===== src/rtl/fifo_pkg.sv =====
// Shared helpers for the FIFO family: clog2, read-mode encodings and parameter validation.
`ifndef FIFO_PKG_SV
`define FIFO_PKG_SV

// Stops elaboration when a FIFO instance is built with unusable parameters.
`define FIFO_PARAM_CHECK(depth, mode, afull, aempty) \
  if (!fifo_pkg::fifo_params_ok(depth, mode, afull, aempty)) begin : g_param_err \
    $error("fifo parameters rejected: depth=%0d mode=%0d afull=%0d aempty=%0d", depth, mode, afull, aempty); \
  end

package fifo_pkg;

  localparam int FIFO_MODE_STD  = 0;
  localparam int FIFO_MODE_FWFT = 1;

  function automatic int fifo_clog2(input int value);
    int result;
    int v;
    result = 0;
    v = value - 1;
    while (v > 0) begin
      result++;
      v = v >> 1;
    end
    return result;
  endfunction

  function automatic bit fifo_params_ok(input int depth, input int mode,
                                        input int afull, input int aempty);
    bit ok;
    ok = (depth >= 4) && (depth <= 4096) && ((depth & (depth - 1)) == 0);
    ok = ok && ((mode == FIFO_MODE_STD) || (mode == FIFO_MODE_FWFT));
    ok = ok && (afull >= 1) && (afull <= depth - 1);
    ok = ok && (aempty >= 1) && (aempty <= depth - 1);
    return ok;
  endfunction

endpackage

`endif


===== src/rtl/sync_fifo_mem.sv =====
// Single-clock simple dual-port RAM with a registered read port; no reset on storage.
module sync_fifo_mem #(
  parameter int DATA_WIDTH = 8,
  parameter int ADDR_WIDTH = 5
) (
  input  logic                  clk_i,
  input  logic                  we_i,
  input  logic [ADDR_WIDTH-1:0] waddr_i,
  input  logic [DATA_WIDTH-1:0] wdata_i,
  input  logic                  re_i,
  input  logic [ADDR_WIDTH-1:0] raddr_i,
  output logic [DATA_WIDTH-1:0] rdata_o
);

  logic [DATA_WIDTH-1:0] mem_q [0:(1<<ADDR_WIDTH)-1];
  logic [DATA_WIDTH-1:0] rdata_q;
  logic [DATA_WIDTH-1:0] rdata_d;

  // Write-first on an address collision so a word can fall straight through an empty FIFO.
  always_comb begin
    rdata_d = rdata_q;
    if (re_i) begin
      if (we_i && (waddr_i == raddr_i)) rdata_d = wdata_i;
      else                              rdata_d = mem_q[raddr_i];
    end
  end

  always_ff @(posedge clk_i) begin
    if (we_i) mem_q[waddr_i] <= wdata_i;
    rdata_q <= rdata_d;
  end

  assign rdata_o = rdata_q;

endmodule


===== src/rtl/sync_fifo.sv =====
// Synchronous FIFO with standard or first-word-fall-through read, occupancy count and
// registered almost-full/almost-empty flags.
module sync_fifo
  import fifo_pkg::*;
#(
  parameter int DLY           = 1,
  parameter int DATA_WIDTH    = 8,
  parameter int FIFO_DEPTH    = 32,
  parameter int FWFT_EN       = 0,
  parameter int AFULL_THRESH  = FIFO_DEPTH - 2,
  parameter int AEMPTY_THRESH = 2
) (
  input  logic                           clk_i,
  input  logic                           rst_i,
  input  logic                           wr_en_i,
  input  logic [DATA_WIDTH-1:0]          wr_data_i,
  input  logic                           rd_en_i,
  output logic [DATA_WIDTH-1:0]          rd_data_o,
  output logic                           rd_valid_o,
  output logic                           full_o,
  output logic                           empty_o,
  output logic                           almost_full_o,
  output logic                           almost_empty_o,
  output logic [fifo_clog2(FIFO_DEPTH):0] data_cnt_o,
  output logic                           overflow_o,
  output logic                           underflow_o
);

  localparam int AW = fifo_clog2(FIFO_DEPTH);
  localparam bit FWFT = (FWFT_EN == FIFO_MODE_FWFT);
  localparam logic [AW:0] DEPTH_LVL  = (AW+1)'(FIFO_DEPTH);
  localparam logic [AW:0] AFULL_LVL  = (AW+1)'(AFULL_THRESH);
  localparam logic [AW:0] AEMPTY_LVL = (AW+1)'(AEMPTY_THRESH);
  localparam logic [AW:0] ONE        = (AW+1)'(1);

  `FIFO_PARAM_CHECK(FIFO_DEPTH, FWFT_EN, AFULL_THRESH, AEMPTY_THRESH)

  // DLY only affects simulation timing; the RTL itself uses zero-delay assignments.
  if (DLY < 0) begin : g_dly_err
    $error("sync_fifo: DLY must be non-negative (got %0d)", DLY);
  end

  logic [AW:0] wr_ptr_q, wr_ptr_d;
  logic [AW:0] rd_ptr_q, rd_ptr_d;
  logic [AW:0] cnt_q, cnt_d;
  logic        rd_valid_q, rd_valid_d;
  logic        afull_q, afull_d;
  logic        aempty_q, aempty_d;
  logic        ovf_q, ovf_d;
  logic        udf_q, udf_d;
  logic        out_live_q, out_live_d;

  logic                  full;
  logic                  empty;
  logic                  wr_acc;
  logic                  rd_acc;
  logic                  mem_re;
  logic [AW:0]           mem_words;
  logic [DATA_WIDTH-1:0] mem_rdata;

  always_comb begin
    full      = (cnt_q == DEPTH_LVL);
    empty     = (cnt_q == '0);
    wr_acc    = wr_en_i && !full;
    rd_acc    = rd_en_i && !empty;
    mem_words = wr_ptr_q - rd_ptr_q;

    // In FWFT the read port doubles as the head register: refill it whenever it is
    // empty or being popped and a word is stored or arriving.
    if (FWFT) mem_re = (empty || rd_acc) && ((mem_words != '0) || wr_acc);
    else      mem_re = rd_acc;

    wr_ptr_d = wr_ptr_q + {{AW{1'b0}}, wr_acc};
    rd_ptr_d = rd_ptr_q + {{AW{1'b0}}, mem_re};

    cnt_d = cnt_q;
    if (wr_acc && !rd_acc)      cnt_d = cnt_q + ONE;
    else if (rd_acc && !wr_acc) cnt_d = cnt_q - ONE;

    rd_valid_d = !FWFT && rd_acc;
    afull_d    = (cnt_d >= AFULL_LVL);
    aempty_d   = (cnt_d <= AEMPTY_LVL);
    ovf_d      = wr_en_i && full;
    udf_d      = rd_en_i && empty;
    out_live_d = out_live_q || mem_re;
  end

  always_ff @(posedge clk_i or posedge rst_i) begin
    if (rst_i) begin
      wr_ptr_q   <= '0;
      rd_ptr_q   <= '0;
      cnt_q      <= '0;
      rd_valid_q <= 1'b0;
      afull_q    <= 1'b0;
      aempty_q   <= 1'b1;
      ovf_q      <= 1'b0;
      udf_q      <= 1'b0;
      out_live_q <= 1'b0;
    end else begin
      wr_ptr_q   <= wr_ptr_d;
      rd_ptr_q   <= rd_ptr_d;
      cnt_q      <= cnt_d;
      rd_valid_q <= rd_valid_d;
      afull_q    <= afull_d;
      aempty_q   <= aempty_d;
      ovf_q      <= ovf_d;
      udf_q      <= udf_d;
      out_live_q <= out_live_d;
    end
  end

  sync_fifo_mem #(
    .DATA_WIDTH(DATA_WIDTH),
    .ADDR_WIDTH(AW)
  ) u_mem (
    .clk_i   (clk_i),
    .we_i    (wr_acc),
    .waddr_i (wr_ptr_q[AW-1:0]),
    .wdata_i (wr_data_i),
    .re_i    (mem_re),
    .raddr_i (rd_ptr_q[AW-1:0]),
    .rdata_o (mem_rdata)
  );

  // The RAM read register has no reset, so the output reads zero until it is first loaded.
  assign rd_data_o      = out_live_q ? mem_rdata : '0;
  assign rd_valid_o     = FWFT ? !empty : rd_valid_q;
  assign full_o         = full;
  assign empty_o        = empty;
  assign almost_full_o  = afull_q;
  assign almost_empty_o = aempty_q;
  assign data_cnt_o     = cnt_q;
  assign overflow_o     = ovf_q;
  assign underflow_o    = udf_q;

endmodule


===== config.mk =====
export PLATFORM = sky130hd
export DESIGN_NAME = sync_fifo
export DESIGN_NICKNAME = d
export VERILOG_FILES = /design/src/rtl/fifo_pkg.sv /design/src/rtl/sync_fifo_mem.sv /design/src/rtl/sync_fifo.sv
export SDC_FILE = /design/constraint.sdc
export NUM_CORES = 1
export LEC_CHECK = 0
export BUFFER_PORTS_ARGS = -buffer_cell sky130_fd_sc_hd__buf_4
export CAP_MARGIN = 15
export CORE_UTILIZATION = 45
export DETAILED_ROUTE_END_ITERATION = 10
export PLACE_DENSITY = 0.61
export SYNTH_ARGS = -nofsm -noshare
export SYNTH_HDL_FRONTEND = slang
export SYNTH_SLANG_ARGS = --single-unit

===== constraint.sdc =====
create_clock -name clk_i -period 3 [get_ports clk_i]
set_clock_uncertainty 0.15 [all_clocks]
set_input_delay 0.6 -clock clk_i [delete_from_list [all_inputs] [get_ports clk_i]]
set_output_delay 0.6 -clock clk_i [all_outputs]
set_load 0.01 [all_outputs]

# Yosys cells after proc, flatten, opt, wreduce, memory -nomap -nowiden
# Memories as Yosys holds them, arrays and structs flattened. A register that Yosys moved wholly into a read port is not among the register bits.
# Cells that the tools add are included.
[op_classes] n_addsub=4 n_lt_le_gt_ge=2 n_eq_ne=1 mux=5 reduce_logical=12
[op_table] op="6-bit by 1-bit adder with 6-bit output" count=2
[op_table] op="6-bit 2-to-1 mux" count=2
[op_table] op="8-bit 2-to-1 mux" count=1
[op_table] op="6-bit by 1-bit adder with 6-bit output, second input constant" count=1
[op_table] op="6-bit equality test, second input constant" count=1
[op_table] op="6-bit by 5-bit greater-or-equal comparator with 1-bit output, second input constant" count=1
[op_table] op="6-bit by 2-bit <= comparator with 1-bit output, second input constant" count=1
[op_table] op="1-bit logical AND" count=6
[op_table] op="6-bit zero test" count=1
[op_table] op="6-bit by 1-bit subtractor with 6-bit output, second input constant" count=1
[op_table] op="1-bit zero test" count=4
[op_table] op="1-bit 2-to-1 mux" count=2
[op_table] op="1-bit logical OR" count=1
[word_totals] register_bits=24 ram_bits=256 in_bits=12 output_inout_bits=21 elab_cells=34 mem_count=1
[memory_table] memory="u_mem.mem_q" depth=32 word_bits=8 rd=1 rd_clocked_by_memory_dff=1 wr=1 line_no="sync_fifo_mem.sv:15" rtl="logic [DATA_WIDTH-1:0] mem_q [0:(1<<ADDR_WIDTH)-1];"

# Longest topological paths before layout
[depth] depth_word=8 ltp_mapped=9 ltp_nobuf=9

# Hierarchy
# A second synthesis with hierarchy kept.
[hier_totals] hier_cells=652 hier_area_um2=11941.5
[by_module_without_submodules] module="sync_fifo_mem" n_inst=1 cells_per_inst=539 area_each_um2=10749.1 seq_area_each_um2=7927.6
[by_module_without_submodules] module="sync_fifo" n_inst=1 cells_per_inst=113 area_each_um2=1192.4 seq_area_each_um2=551.8

# Worst setup path after synthesis
# OpenSTA, ideal clock, no wires.
[synth_path] kind="register -> register" from="reg cnt_q[1] (netlist: data_cnt_o[1])" to="reg u_mem.rdata_q[6] (netlist: u_mem.rdata_o[6]), read port of u_mem.mem_q, data pin" t_arrival_ps=2203 required_time_ps=2593 setup_slack_ps=390 stages_incl_launch_ff=9 path_buffers=0 period_less_slack_ps=2610 path_cell_list="dfrtp_1 > inv_1 > ha_1 > or4b_4 > o21ai_2 > inv_1 > nand4_2 > mux2_2 > a32o_1"
[synth_between] elab_chain_cells=3
[synth_rtl] item="from (decl)" line_no="sync_fifo.sv:45" rtl="logic [AW:0] cnt_q, cnt_d;"
[synth_rtl] item="from (signal assigned)" line_no="sync_fifo.sv:102" rtl="cnt_q <= cnt_d;"
[synth_rtl] item="6-bit zero test" line_no="sync_fifo.sv:63" rtl="empty = (cnt_q == '0);"
[synth_rtl] item="1-bit zero test"
[synth_rtl] item="1-bit logical AND" line_no="sync_fifo.sv:65" rtl="rd_acc = rd_en_i && !empty;"
[synth_rtl] item="to (decl)" line_no="sync_fifo_mem.sv:16" rtl="logic [DATA_WIDTH-1:0] rdata_q;"
# No other way between the ends.

# Worst setup path after layout
[layout_path] from="reg cnt_q[0] (netlist: data_cnt_o[0])" to="mem u_mem.mem_q[28][0], enable pin"
[layout_between] elab_chain_cells=5
[layout_rtl] item="6-bit equality test" line_no="sync_fifo.sv:62" rtl="full = (cnt_q == DEPTH_LVL);"
[layout_rtl] item="1-bit zero test" line_no="sync_fifo.sv:64" rtl="wr_acc = wr_en_i && !full;"
[layout_rtl] item="1-bit logical AND" line_no="sync_fifo.sv:64"
[layout_rtl] item="1-bit 2-to-1 mux" line_no="sync_fifo_mem.sv:29" rtl="if (we_i) mem_q[waddr_i] <= wdata_i;"
[layout_rtl] item="1-bit 2-to-1 mux (not written as such)" line_no="sync_fifo_mem.sv:29"
[layout_rtl] item="to (decl)" line_no="sync_fifo_mem.sv:15"
# No other way between the ends.

==> key figures <==
Synth
  – Yosys top cell by area: edfxtp_1
  – Synth Area in Simple Gates: 5.78%
  – YS warnings: 0
  – Main combinational cell family by area after synthesis: multiplexers
  – Unique masters post-synth: 55
  – Syn Inst Count: 646
  – Top post-synthesis cells by area: edfxtp_1, mux4_2, dfrtp_1
  – Avg Cell Area, Syn: 17.9 um^2
  – Cell area after synthesis: 11600 um^2
  – Syn nets: 665
  – Synth Flop Type: edfxtp_1
  – Seq/Total Area, Yosys: 73.3%
  – XOR/XNOR share of the synthesized area: 0.984%
  – Synthesis-stage register bit count: 286
  – Mux contribution to synthesized area: 12.5%
  – Post-synthesis compound-gate area fraction: 4.73%
  – Asr flop ratio synth: 7.69%
  – Number of flops mapped to enable cells by yosys: 264
  – Adder-cell share of the synthesized area: 0.757%
  – Most instantiated cells after synthesis: edfxtp_1, mux4_2, nor2_1, mux2i_1, nand2_1
  – Count leader, synth: edfxtp_1
  – Post-synth top area share: 68.5%

Final layout
  – Final net count: 726
  – Antenna diodes: 0
  – Fill cells: 1990
  – Area grow syn2layout: 14.2%
  – Fraction of layout cells with a size suffix above 1: 23.1%

Routing
  – DR vias: 6157
  – DR pass1 iterations: 5
  – Detailed Route WL: 25500 um
  – Met3 wire length: 1750 um
  – Routed vias/inst: 5.82
  – Uppermost routed layer: met4
  – Routed Antenna Nets: 0
  – Detailed router's first-iteration violation count: 618
  – Met2 Wirelength: 11900 um
  – Met1 wire length: 11400 um
  – Remaining DRCs: 0
  – WL/cell: 24.1 um

GRT
  – Antenna violations before repair: 0
  – First-pass GRT wire length: 38100 um
  – Vias in the first global route: 6074
  – GRT Util Overall: 19.8%
  – GR Overflow Total: 0
  – Largest net degree at the start of global routing: 34

Setup path
  – Worst setup SP type: register
  – CP top delay family: simple AND/OR/NAND/NOR gates
  – Crit-path max FO: 8
  – Slowest library cell on the worst path: nor2_1
  – WP buf/inv: 2
  – Reg-to-reg slack, setup: 0.20 ns
  – Slowest stage delay, CP: 0.65 ns
  – Crit Reg-Reg Endpoint: u_mem.mem_q[28][0]
  – Reg2reg start: data_cnt_o[0]
  – CP Cell Sequence: inv_1, ha_1, or4b_4, o21ai_2, or3_1, buf_4, nor2_1
  – Worst setup EP type: register
  – Critical path class: reg2reg
  – Register-to-Register Path Depth: 7
  – Data arrival, critical path: 2.81 ns
  – Critical path data required time: 3.01 ns

Floorplanning
  – Die Span X: 162 um
  – FP Rows: 58
  – Io pins: 33
  – Die ar.: 26400 um^2
  – Std-Cell Core Area: 25200 um^2
  – Initial core utilization: 45.9%
  – Die span in y: 162 um

Timing
  – Fin crit share: 93.3%
  – Unrepaired setup endpoints after global routing: false
  – Least-Margin Pin Slew: 0.984 ns
  – Fmax: 0.357 GHz
  – Max-slew headroom: 34.3%
  – Fin. max-slew vios: 0
  – Final Hold Fails: 0
  – Final setup viols: 0
  – Final min period: 2.80 ns
  – Setup TNS: 0 ns

Clock network
  – CTS Buffer Depth: 3
  – Post-CTS sizing: 0
  – CTS root buf: clkbuf_16
  – CTS tree: yes
  – Inserted Clock Buffers: 28
  – CTS clk-pin slew, worst paths: 0.06 ns
  – CTS sink cnt: 286
  – Clock latency on the worst-skew pair: 0.53 ns
  – Cts hold-fix bufs: 0
  – H-Tree Level Count: 1

Power
  – Lkg Pwr: 4.45 nW
  – Total power: 12.5 mW
  – Power density cells: 945 nW/um^2
  – VDD IR max: 0.000560 V

Placement
  – Hpwl dp: 16100 um
  – Port Buf Inserts: 32
  – Routability-driven placement congestion ratio: 0.833

Outcome
  – Run status: complete, no violations

Job
  – Max Cap Violations: 0

Worst hold path
  – Hold crit path type: in2async
==> cell type report <==
type / instances / area (um^2) / area share, %
Timing Repair Buffer: 66 / 533 / 4.03
Tap cell: 330 / 413 / 3.12
Multi-Input combinational cell: 313 / 2870 / 21.7
Sequential cell: 286 / 8480 / 64.2
Clock inverter: 17 / 128 / 0.966
Clock buffer: 34 / 744 / 5.63
Inverter: 12 / 45.0 / 0.341
==> placed cells by master (no fill, tap or decap), types with 2 or more instances in the layout <==
cell type,count
clkbuf_1,5
a21oi_1,19
buf_4,63
and3_1,3
dfrtp_1,19
clkinv_2,5
mux2i_1,29
a221oi_1,14
nor3_1,2
or3_1,2
mux2_2,3
a31oi_1,3
ha_1,7
nand2_1,25
mux4_2,50
buf_12,3
and2_1,11
or3b_2,2
clkinv_1,9
xor2_1,5
nand3_1,20
nor2b_1,4
nand3b_1,4
xnor2_1,8
nand4_1,2
edfxtp_1,264
a22oi_1,12
bufinv_16,2
clkbuf_16,29
o22a_1,2
inv_1,12
o21ai_0,17
nor2_1,46
==> timing repair <==
item	in CTS	in global routing
hold endpoints to repair	0	0
setup endpoints to repair	0	1
buffers inserted	0	3
==> per-stage QoR <==
stage	util [%]	worst slack [ns]	hold slack [ns]	cells	area, um^2
2_1_floorplan	-	0.390	0.323	646	11600
3_3_place_gp	48.9	0.255	0.406	1004	12300
3_5_place_dp	48.9	0.215	0.426	1004	12300
4_1_cts	52.4	0.146	0.131	1055	13200
5_1_grt	52.5	0.107	0.193	1058	13200
6_report	52.5	0.201	0.137	1058	13200
==> where the power goes <==
part / internal, mW / switching (mW) / leakage (nW)
clock network: 1.92 / 1.42 / 0.429
logic: 1.77 / 2.11 / 1.38
registers: 4.83 / 0.435 / 2.64
total: 8.52 / 3.96 / 4.45
==> how the worst max path moves through the flow <==
stage                  start                 end  slack, ns  depth (start not counted)
2_1_floorplan  data_cnt_o[1]    u_mem.rdata_o[6]       0.39                          8
5_1_grt        data_cnt_o[0]  u_mem.mem_q[24][4]       0.11                          7
3_5_place_dp   data_cnt_o[0]  u_mem.mem_q[12][4]       0.21                          7
4_1_cts        data_cnt_o[0]             empty_o       0.15                          6
6_report       data_cnt_o[0]  u_mem.mem_q[28][0]       0.20                          7
3_3_place_gp   data_cnt_o[0]  u_mem.mem_q[28][2]       0.26                          7
==> sequential cells by signal (all words and copies together) (netlist names) <==
| signal | count |
|---|---|
| almost_empty_o | 1 |
| almost_full_o | 1 |
| data_cnt_o | 6 |
| out_live_q | 1 |
| overflow_o | 1 |
| rd_ptr_q | 5 |
| rd_valid_o | 1 |
| u_mem.mem_q | 256 |
| u_mem.rdata_o | 8 |
| underflow_o | 1 |
| wr_ptr_q | 5 |
==> per-layer routing <==
metal	GRT usage, %	vias up
li1	-	2689
met1	29.3	3200
met2	31.0	235
met3	2.88	33
met4	4.76	0
met5	0	-
==> logic make-up after synthesis <==
kind of cell	after synthesis
DFF	286
and+or+nand+nor	130
muxes	82
AOI/OAI and AO/OA	81
buffers and inverters	47
xor gates and xnor gates	13
adders and majority gates	7
Note: power is estimated with default switching activity, not from simulation.
